$ cat config.mk
export PLATFORM = sky130hd
export DESIGN_NAME = tu56_fe_tape_server
export DESIGN_NICKNAME = d
export VERILOG_FILES = /design/src/rtl/tu56_fe_tape_server.sv
export SDC_FILE = /design/constraint.sdc
export NUM_CORES = 1
export LEC_CHECK = 0
export CAP_MARGIN = 10
export CORE_ASPECT_RATIO = 1.75
export CORE_MARGIN = 4
export CORE_UTILIZATION = 38
export DETAILED_ROUTE_END_ITERATION = 12
export DONT_BUFFER_PORTS = 1
export SLEW_MARGIN = 20
export SYNTH_ARGS = -nofsm -noshare
export SYNTH_HDL_FRONTEND = slang
export SYNTH_SLANG_ARGS = --single-unit
$ cat constraint.sdc
create_clock -name clk -period 4 [get_ports clk]
set_input_delay 0.2 -clock clk [delete_from_list [all_inputs] [get_ports clk]]
set_output_delay 0.2 -clock clk [all_outputs]
set_load 0.02 [all_outputs]
$ cat src/rtl/tu56_fe_tape_server.sv
// tu56_fe_tape_server
//   Hardware front-end for the tu56 transport. Serves the transport's fe_rq
//   requests from a tape image held in Avalon-MM style memory (one tape line
//   per byte, low nibble), tracks the current line position and steps it
//   forward/reverse after every access.
//
// Ports
//   clk, reset          clock, asynchronous active-high reset
//   fe_rq[0:3]          {fe_rq[0],fe_rq[1]} motion (2=fwd, 3=rev, else none),
//                       fe_rq[2] transport has a line to write, fe_rq[3] wants a line
//   fe_readdata         [4]=WRTM (store all 4 bits), [3:0] line from transport
//   fe_address          transport register select, tied 0
//   fe_read/fe_write    one-cycle strobes towards the transport
//   fe_writedata        {4'b0, line} presented with fe_write
//   mem_*               Avalon-MM master (address = BASE + pos)
//   pos_load, pos_in    host seek, honoured only while idle, clamped to TAPE_LEN-1
//   pos                 current tape line position
//   eot                 sticky: a step was clamped at either end; cleared by pos_load
//   busy                FSM not idle
module tu56_fe_tape_server #(
  parameter int TAPE_LEN = 922512,
  parameter int AW       = 20,
  parameter int BASE     = 0
) (
  input  logic          clk,
  input  logic          reset,
  input  logic [0:3]    fe_rq,
  input  logic [4:0]    fe_readdata,
  output logic          fe_address,
  output logic          fe_read,
  output logic          fe_write,
  output logic [7:0]    fe_writedata,
  output logic [AW-1:0] mem_address,
  output logic          mem_read,
  output logic          mem_write,
  output logic [7:0]    mem_writedata,
  input  logic [7:0]    mem_readdata,
  input  logic          mem_waitrequest,
  input  logic          mem_readdatavalid,
  input  logic          pos_load,
  input  logic [AW-1:0] pos_in,
  output logic [AW-1:0] pos,
  output logic          eot,
  output logic          busy
);

  localparam logic [AW-1:0] LAST   = AW'(TAPE_LEN - 1);
  localparam logic [AW-1:0] BASE_A = AW'(BASE);

  typedef enum logic [3:0] {
    S_IDLE,
    S_TAKE,
    S_RMW_RD,
    S_RMW_WAIT,
    S_MWR,
    S_FETCH,
    S_FWAIT,
    S_GIVE,
    S_STEP
  } state_t;

  state_t     state;
  logic       prev_wr, prev_rd;
  logic       pend_wr, pend_rd;
  logic [1:0] mot_wr, mot_rd, mot;
  logic [2:0] data_keep;   // data bits of a non-WRTM write, waiting for the mark bit
  logic [1:0] motion_now;
  logic       wr_rise, rd_rise;
  logic       unused_bits;

  assign motion_now  = {fe_rq[0], fe_rq[1]};
  assign wr_rise     = fe_rq[2] & ~prev_wr;
  assign rd_rise     = fe_rq[3] & ~prev_rd;
  assign fe_address  = 1'b0;
  assign mem_address = BASE_A + pos;
  assign busy        = (state != S_IDLE);
  assign unused_bits = &{1'b0, mem_readdata[7:4]};

  always_ff @(posedge clk or posedge reset) begin
    if (reset) begin
      state         <= S_IDLE;
      prev_wr       <= 1'b0;
      prev_rd       <= 1'b0;
      pend_wr       <= 1'b0;
      pend_rd       <= 1'b0;
      mot_wr        <= 2'd0;
      mot_rd        <= 2'd0;
      mot           <= 2'd0;
      data_keep     <= 3'd0;
      fe_read       <= 1'b0;
      fe_write      <= 1'b0;
      fe_writedata  <= 8'h00;
      mem_read      <= 1'b0;
      mem_write     <= 1'b0;
      mem_writedata <= 8'h00;
      pos           <= '0;
      eot           <= 1'b0;
    end else begin
      prev_wr <= fe_rq[2];
      prev_rd <= fe_rq[3];

      case (state)
        S_IDLE: begin
          // A seek takes the cycle; any pending request starts on the next one.
          if (pos_load) begin
            pos <= (pos_in > LAST) ? LAST : pos_in;
            eot <= 1'b0;
          end else if (pend_wr) begin
            pend_wr <= 1'b0;
            mot     <= mot_wr;
            fe_read <= 1'b1;
            state   <= S_TAKE;
          end else if (pend_rd) begin
            pend_rd  <= 1'b0;
            mot      <= mot_rd;
            mem_read <= 1'b1;
            state    <= S_FETCH;
          end
        end
        S_TAKE: begin
          fe_read <= 1'b0;
          if (fe_readdata[4]) begin
            mem_writedata <= {4'b0, fe_readdata[3:0]};
            mem_write     <= 1'b1;
            state         <= S_MWR;
          end else begin
            // Plain data write keeps the mark bit already on tape.
            data_keep <= fe_readdata[2:0];
            mem_read  <= 1'b1;
            state     <= S_RMW_RD;
          end
        end
        S_RMW_RD: begin
          if (!mem_waitrequest) begin
            mem_read <= 1'b0;
            state    <= S_RMW_WAIT;
          end
        end
        S_RMW_WAIT: begin
          if (mem_readdatavalid) begin
            mem_writedata <= {4'b0, mem_readdata[3], data_keep};
            mem_write     <= 1'b1;
            state         <= S_MWR;
          end
        end
        S_MWR: begin
          if (!mem_waitrequest) begin
            mem_write <= 1'b0;
            state     <= S_STEP;
          end
        end
        S_FETCH: begin
          if (!mem_waitrequest) begin
            mem_read <= 1'b0;
            state    <= S_FWAIT;
          end
        end
        S_FWAIT: begin
          if (mem_readdatavalid) begin
            fe_writedata <= {4'b0, mem_readdata[3:0]};
            fe_write     <= 1'b1;
            state        <= S_GIVE;
          end
        end
        S_GIVE: begin
          fe_write <= 1'b0;
          state    <= S_STEP;
        end
        S_STEP: begin
          case (mot)
            2'd2: if (pos == LAST) eot <= 1'b1; else pos <= pos + AW'(1);
            2'd3: if (pos == '0)   eot <= 1'b1; else pos <= pos - AW'(1);
            default: ;
          endcase
          state <= S_IDLE;
        end
        default: state <= S_IDLE;
      endcase

      // Capture comes last so a new edge wins over a same-cycle clear.
      if (wr_rise) begin
        pend_wr <= 1'b1;
        mot_wr  <= motion_now;
      end
      if (rd_rise) begin
        pend_rd <= 1'b1;
        mot_rd  <= motion_now;
      end
    end
  end

endmodule
==> summary.md, run 1 <==
| Metric | Value |
|---|---|
| Kind of critical path | `register to register` |
| Placed Area | `between 0.003 and 0.004 mm²` |
| CP max FO | `24` |
| Area share of fa/ha/maj cells after synthesis | `0.00349` |
| Simple-Gate Fraction of Synth Area | `0.246` |
| Gr usage total | `0.205` |
| Main synth FF type | `dfrtp_1` |
| Post-synth ARST share | `1.00` |
| Reg power frac | `0.400` |
| Initial drt markers | `around 280` |
| Synth Area in XOR/XNOR | `0.00732` |
| Worst EP arrival | `3260 ps` |
| Rel. slew slack | `0.318` |
| Switching Share | `0.513` |
| Worst Hold Class | `primary input to register` |
| Largest delay share family, worst path | `simple AND/OR/NAND/NOR gates` |
| IO Pins | `105` |
| Unique masters post-synth | `between 60 and 70` |
| Antenna violations before repair | `0` |
| DRC Markers | `0` |
| CP Launch Type | `register` |
| DIE AREA | `0.0111 mm²` |
| #FFs+latches synth | `50` |
| Drt first pass iters | `4` |
| Share of layout cells above drive strength 1 | `0.115` |
| Max incr delay on CP | `800 ps` |
| Post-synth EDFFs | `0` |
| Worst vdd ir | `~410 µV` |
| Die Span X | `81.4 µm` |
| Clock Power Share | `0.166` |
| Routed Antenna Nets | `0` |
| Finish-stage setup viols | `0` |
| Register area share after synthesis | `0.349` |
| Nets | `around 440` |
| PortBufs | `0` |
| CTS tree | `yes` |
| Post-synthesis mux area share | `0.0778` |
| Max-slew violation count | `0` |
| # H-tree levels | `2` |
| Vias/cell | `slightly above 6` |
| Num CTS Buffers | `5` |
| Largest family of logic cells by synthesized area | `simple AND/OR/NAND/NOR gates` |
| Share of the synthesized area in the top cell type | `0.349` |
| CTS Buffer Depth | `2` |
| Root Buffer | `clkbuf_16` |
| Buf/Inv on CP | `0` |
| Vias in the first global route | `3,211` |
| Psw | `roughly 1.7 mW` |
| Clock sinks | `50` |
| Status | `complete, no violations` |
| Wire per inst | `roughly 21 µm` |
| Final hold vios | `0` |
| Clk_lat worst skew | `300 ps` |
| Setup repair after global routing missed its margin | `false` |
| Setup TNS | `0 ps` |
| Gpl congestion | `just over 0.9` |
| Crit path max-delay cell type | `and2_1` |
| Synth Area in Compound Gates | `0.211` |
| Ant. Diodes | `0` |
| Cell Int Power | `around 1.6 mW` |
| Crit. End Element | `register` |
| Core Region | `between 0.009 and 0.01 mm²` |
| Slew @ Worst Pin | `around 1000 ps` |
| Most frequent cells after synthesis | `dfrtp_1 (50), a21oi_1 (33), nor2_1 (31), buf_4 (30), nand2_1 (29)` |
| Fin crit share | `0.765` |
| Syn Area/Cell | `about 8.5 µm²` |
| Postcts setup bufs | `0` |
| WP data required | `4200 ps` |
| Initial Util | `0.392` |
| GRT overflow | `0` |
| Final Skew | `8.05 ps` |
| Filler cell count | `roughly 900` |
| Detailed placement HPWL | `between 8 and 9 mm` |
| First-pass GRT wire length | `around 17 mm` |
| Max Cap Viol | `0` |
| Fmax | `around 330 MHz` |
| Tot Pwr | `around 3.4 mW` |
| Leading area contributor after synthesis | `dfrtp_1` |
| Final Cell Area | `approximately 0.0037 mm²` |
| Synth-to-layout area growth | `4.26%` |
| CTS-repair resized insts | `0` |
| Largest net degree at the start of global routing | `51` |
| Leak | `between 1 and 1.5 nW` |
| Core Util, Final | `0.409` |
| Die Y | `around 140 µm` |
| CTS Hold Buffers Added | `3` |
| Count leader, synth | `dfrtp_1` |
| Comb pwr share | `0.434` |
| CP Cell Sequence | `nor3_1, and2_1, a31o_2, nor2_2, a311oi_1` |
| Hold WS | `46.0 ps` |
| Post-synthesis cell count | `420` |
| Final Critical Period | `~3100 ps` |
| Yosys warns | `0` |
| Power per cell area | `903 mW/mm²` |
| Final WL | `~11 mm` |
| Clk pin slew, worst setup/hold paths | `about 70 ps` |
| Num rows | `46` |
| Synth area leaders | `dfrtp_1 (35%), buf_4 (6.3%), mux2_2 (4.7%)` |
| Cell area after synthesis | `roughly 0.0036 mm²` |
| Vias | `roughly 3,100` |
-- worst reg2reg max path, cell delays in order (launching register included) --
cell and delay [ps]:
dfrtp_1 600, nor3_1 430, and2_1 800, a31o_2 640
nor2_2 190, a311oi_1 310
-- kinds of logic (layout without fill, tap and decap cells) --
| kind of cell | after synthesis | in the layout |
|---|---|---|
| and+or+nand+nor | 163 | 163 |
| muxes | 26 | 26 |
| buffers and inverters | 65 | 30 |
| adders and majority gates | 1 | 1 |
| DFF | 50 | 50 |
| other | 1 | 9 |
| xor gates and xnor gates | 3 | 3 |
| AOI/OAI and AO/OA | 111 | 111 |
-- layout by cell type, fill, tap and decap left out, types with 3 or more instances in the layout --
cell / netlist / final
a21o_1: 4 / 4
a21oi_1: 33 / 33
a221o_1: 5 / 5
a311oi_1: 4 / 4
a31oi_1: 3 / 3
and3_1: 6 / 6
buf_4: 30 / 12
clkbuf_16: 0 / 5
conb_1: 1 / 9
dfrtp_1: 50 / 50
dlygate4sd3_1: 0 / 3
inv_1: 7 / 6
mux2_2: 15 / 15
mux2i_1: 11 / 11
nand2_1: 29 / 29
nand2b_1: 4 / 4
nand3_1: 19 / 19
nand4b_1: 3 / 3
nor2_1: 31 / 31
nor2b_1: 6 / 6
nor3_1: 19 / 19
nor3b_1: 4 / 4
nor4_1: 14 / 14
o2111ai_1: 3 / 3
o211ai_1: 4 / 4
o21ai_0: 14 / 14
o21bai_1: 3 / 3
o22ai_1: 3 / 3
o2bb2ai_1: 3 / 3
o31ai_1: 7 / 7
or3_1: 6 / 6
or4_1: 6 / 6
-- worst paths after layout --
path                                   start            to  slack (ps)  depth (start not counted)
worst max-delay path                state[0]        pos[8]         940                          5
worst min-delay path               pos_in[4]        pos[4]          50                          1
worst max register to register      state[0]        pos[8]         940                          5
worst min register to register  data_keep[2]  data_keep[2]         510                          1
max in group asynchronous              reset        pos[0]        3090                          2
min in group asynchronous              reset       pos[10]         470                          2
-- routing by layer --
layer | up-vias | GRT usage | share of wire
li1 | 1477 | - | -
met3 | 27 | 0.0560 | 0.069
met5 | - | 0 | 0
met1 | 1520 | 0.207 | 0.33
met4 | 0 | 0.133 | 0.065
met2 | 123 | 0.358 | 0.53
-- flip-flops by register name, summed over array words and instances, names as in the netlist, 2 cells and up --
name / cells
data_keep: 3
fe_writedata: 4
mem_writedata: 4
mot: 2
mot_rd: 2
mot_wr: 2
pos: 20
state: 4
-- area by class of cell --
cell class	count	area (µm²)	area share
inverter	7	28.8	0.00769
tap	120	150	0.0401
clock buffer	5	125	0.0335
sequential	50	1250	0.335
clock inverter	3	68.8	0.0184
multi-input combinational	313	2000	0.534
timing repair buffer	15	120	0.0321
-- metrics by stage --
stage                     setup slack, ps  instances
final                                 940        513
after global routing                  622        513
after CTS                             938        513
after detailed placement              925        502
after global placement                971        502
after floorplan                      1100        428
-- power by group through the flow --
| stage | registers [mW] | logic [mW] | clock network, mW |
|---|---|---|---|
| CTS | 1.35 | 1.46 | 0.575 |
| floorplan | 1.11 | 1.44 | 0 |
| global route | 1.41 | 1.63 | 0.590 |
| finish | 1.35 | 1.47 | 0.561 |
| detailed placement | 1.36 | 1.46 | 0 |
| global placement | 1.35 | 1.43 | 0 |
Note: power is estimated with default switching activity, not from simulation.
==> run 2, diff against run 1 <==
==> constraint.sdc (replaced) <==
create_clock -name clk -period 2.7 [get_ports clk]
set_input_delay 0.135 -clock clk [delete_from_list [all_inputs] [get_ports clk]]
set_output_delay 0.135 -clock clk [all_outputs]
set_load 0.02 [all_outputs]
==> summary.md, run 2 (synthesis gave the netlist of run 1 again) <==
| Metric | Value |
|---|---|
| Status | `complete, no violations` |
| Detailed placement HPWL | `8.81 mm (+10%)` |
| Final Cell Area | `0.00409 mm² (+9.4%)` |
| Nets | `483 (+11%)` |
| Fmax | `405 MHz (+24%)` |
| Finish-stage setup viols | `0 (unchanged)` |
| Final Skew | `7.23 ps (-0.817 ps)` |
| Filler cell count | `888 (-2.1%)` |
| Share of layout cells above drive strength 1 | `0.179 (+0.0646)` |
| CP Depth | `9 (+4)` |
| Clk_lat worst skew | `300 ps (about the same)` |
| Largest net degree at the start of global routing | `36 (-29%)` |
| Worst EP arrival | `2650 ps (-610 ps)` |
| Num CTS Buffers | `5 (unchanged)` |
| Root Buffer | `clkbuf_16` |
| Reg-to-reg startpoint | `mot[0]` |
| Max incr delay on CP | `410 ps (-390 ps)` |
| Initial Util | `0.392 (unchanged)` |
| Worst vdd ir | `501 µV (+22%)` |
| Antenna violations before repair | `0 (unchanged)` |
| Most frequent cells in the layout | `dfrtp_1 (50), buf_4 (45), a21oi_1 (33)` |
| DIE AREA | `0.0111 mm² (unchanged)` |
| Rel. slew slack | `0.507 (+0.190)` |
| IO Pins | `105 (unchanged)` |
| Synth-to-layout area growth | `14.1%` |
| Final WL | `11.5 mm (+6.8%)` |
| Core Util, Final | `0.447 (+0.0386)` |
| CP startpoint | `mot[0]` |
| R2R Setup Slk | `230 ps (-710 ps)` |
| DRC Markers | `0 (unchanged)` |
| PortBufs | `0 (unchanged)` |
| Crit. End Element | `register` |
| Vias/cell | `5.97 (-2.7%)` |
| Gpl congestion | `0.944 (+3.0%)` |
| Final std cells w/o fill | `561 (+9.4%)` |
| Core Region | `0.00915 mm² (unchanged)` |
| WP data required | `2880 ps (-1320 ps)` |
| Routed Antenna Nets | `0 (unchanged)` |
| Placed cells | `535 (+6.6%)` |
| Wire per inst | `20.5 µm (-2.3%)` |
| Reg2Reg Depth | `9 (+4)` |
| Gr usage total | `0.211 (+0.00651)` |
| Final hold vios | `0 (unchanged)` |
| Fin crit share | `0.915 (+0.150)` |
| Final Critical Period | `2470 ps (-588 ps)` |
| Worst setup endpoint | `pos[10]` |
| Clk pin slew, worst setup/hold paths | `70 ps (about the same)` |
| CTS Buffer Depth | `2 (unchanged)` |
| Max reg flops | `20 (unchanged)` |
| Max-slew violation count | `0 (unchanged)` |
| Most common cell after layout, fill and taps aside | `dfrtp_1` |
| # H-tree levels | `2 (unchanged)` |
| CTS-repair resized insts | `0 (unchanged)` |
| Num rows | `46 (unchanged)` |
| Vias | `3,348 (+6.4%)` |
| Die Span X | `81.4 µm (unchanged)` |
| Hold path cells | `2 (+1)` |
| GRT overflow | `0 (unchanged)` |
| CP Cell Sequence | `nand2_1, xnor2_1, ha_1, nor4_2, a21oi_1, nor2_1, mux2_2, a21o_1, a221o_1` |
| Vias in the first global route | `3,382 (+5.3%)` |
| CTS tree | `yes` |
| Clock sinks | `50 (unchanged)` |
| Power per cell area | `1270 mW/mm² (+41%)` |
| Ant. Diodes | `0 (unchanged)` |
| Worst r2r dst | `pos[10]` |
| Setup TNS | `0 ps (unchanged)` |
| Most flops, register | `pos` |
| Drt first pass iters | `4 (unchanged)` |
| Slew @ Worst Pin | `738 ps (-276 ps)` |
| Setup repair after global routing missed its margin | `false` |
| Kind of critical path | `register to register` |
| Buf/Inv on CP | `0 (unchanged)` |
| Leak | `1.62 nW (+14%)` |
| Largest delay share family, worst path | `compound AO/OA/AOI/OAI gates` |
| Worst Hold Class | `primary input to register` |
| Die Y | `137 µm (unchanged)` |
| Initial drt markers | `235 (-15%)` |
| Max Cap Viol | `0 (unchanged)` |
| CP Launch Type | `register` |
| Placed Area | `0.00377 mm² (+7.3%)` |
| Crit path max-delay cell type | `dfrtp_1` |
| CP max FO | `4 (-83%)` |
| Multi-input gate area | `0.00200 mm² (+0.25%)` |
| FF+latch area | `0.00125 mm² (unchanged)` |
| First-pass GRT wire length | `17.6 mm (+2.9%)` |
-- run 2: cell count changes in the layout (fill, tap and decap cells not counted), sizes merged --
cell         previous run  this run
buf                    12        45
dlygate4sd3             3        18
bufinv                  2         0
clkinv                  1         2
clkinvlp                0         1
-- run 2: what timing repair did --
item,in CTS,in global routing
setup buffers,0,0
hold buffers,18,0
endpoints found under the hold margin,54,0
-- run 2: metrics by stage --
stage / power (mW) / hold slack (ps) / worst slack, ps
4_1_cts: 5.23 / 2.87 / 257
5_1_grt: 5.59 / 28.7 / 98.8
2_1_floorplan: 3.79 / 166 / 62.8
3_5_place_dp: 4.54 / 167 / 268
6_report: 5.22 / 9.61 / 229
3_3_place_gp: 4.49 / 167 / 304
-- run 2: how the worst min path moves through the flow --
stage,endpoint,slack [ps],start
floorplan,prev_rd,170,fe_rq[3]
finish,pos[17],10,pos_in[17]
global route,pend_rd,30,pos_load
detailed placement,prev_rd,170,fe_rq[3]
CTS,pos[17],3,pos_in[17]
global placement,prev_rd,170,fe_rq[3]
-- run 2: area by class of cell --
class	instances	share of cell area
Multi-Input combinational cell	313	0.489
Sequential cell	50	0.306
Timing Repair Buffer	63	0.127
Tap cell	120	0.0367
Clock buffer	5	0.0306
Inverter	7	0.00642
Clock inverter	3	0.00520
-- run 2: layer usage --
metal / share of wire / routed length, µm / vias to the layer above / global-route usage
met2: 0.54 / 6240 / 138 / 0.394
met1: 0.33 / 3840 / 1599 / 0.205
met3: 0.068 / 781 / 36 / 0.0461
met4: 0.056 / 648 / 0 / 0.122
met5: 0 / 0 / - / 0
li1: - / - / 1575 / -
-- run 2: power breakdown --
group	switching [mW]	internal [mW]	total (mW)
combinational	1.88	1.11	3.00
clock	0.305	0.344	0.649
sequential	0.488	1.08	1.57
total	2.68	2.54	5.22
-- run 2: worst reg2reg max path, cell delays in order (launching register included) --
cell     delay [ps]
dfrtp_1         410
nand2_1         110
xnor2_1         140
ha_1            230
nor4_2          290
a21oi_1         200
nor2_1          150
mux2_2          370
a21o_1          180
a221o_1         280
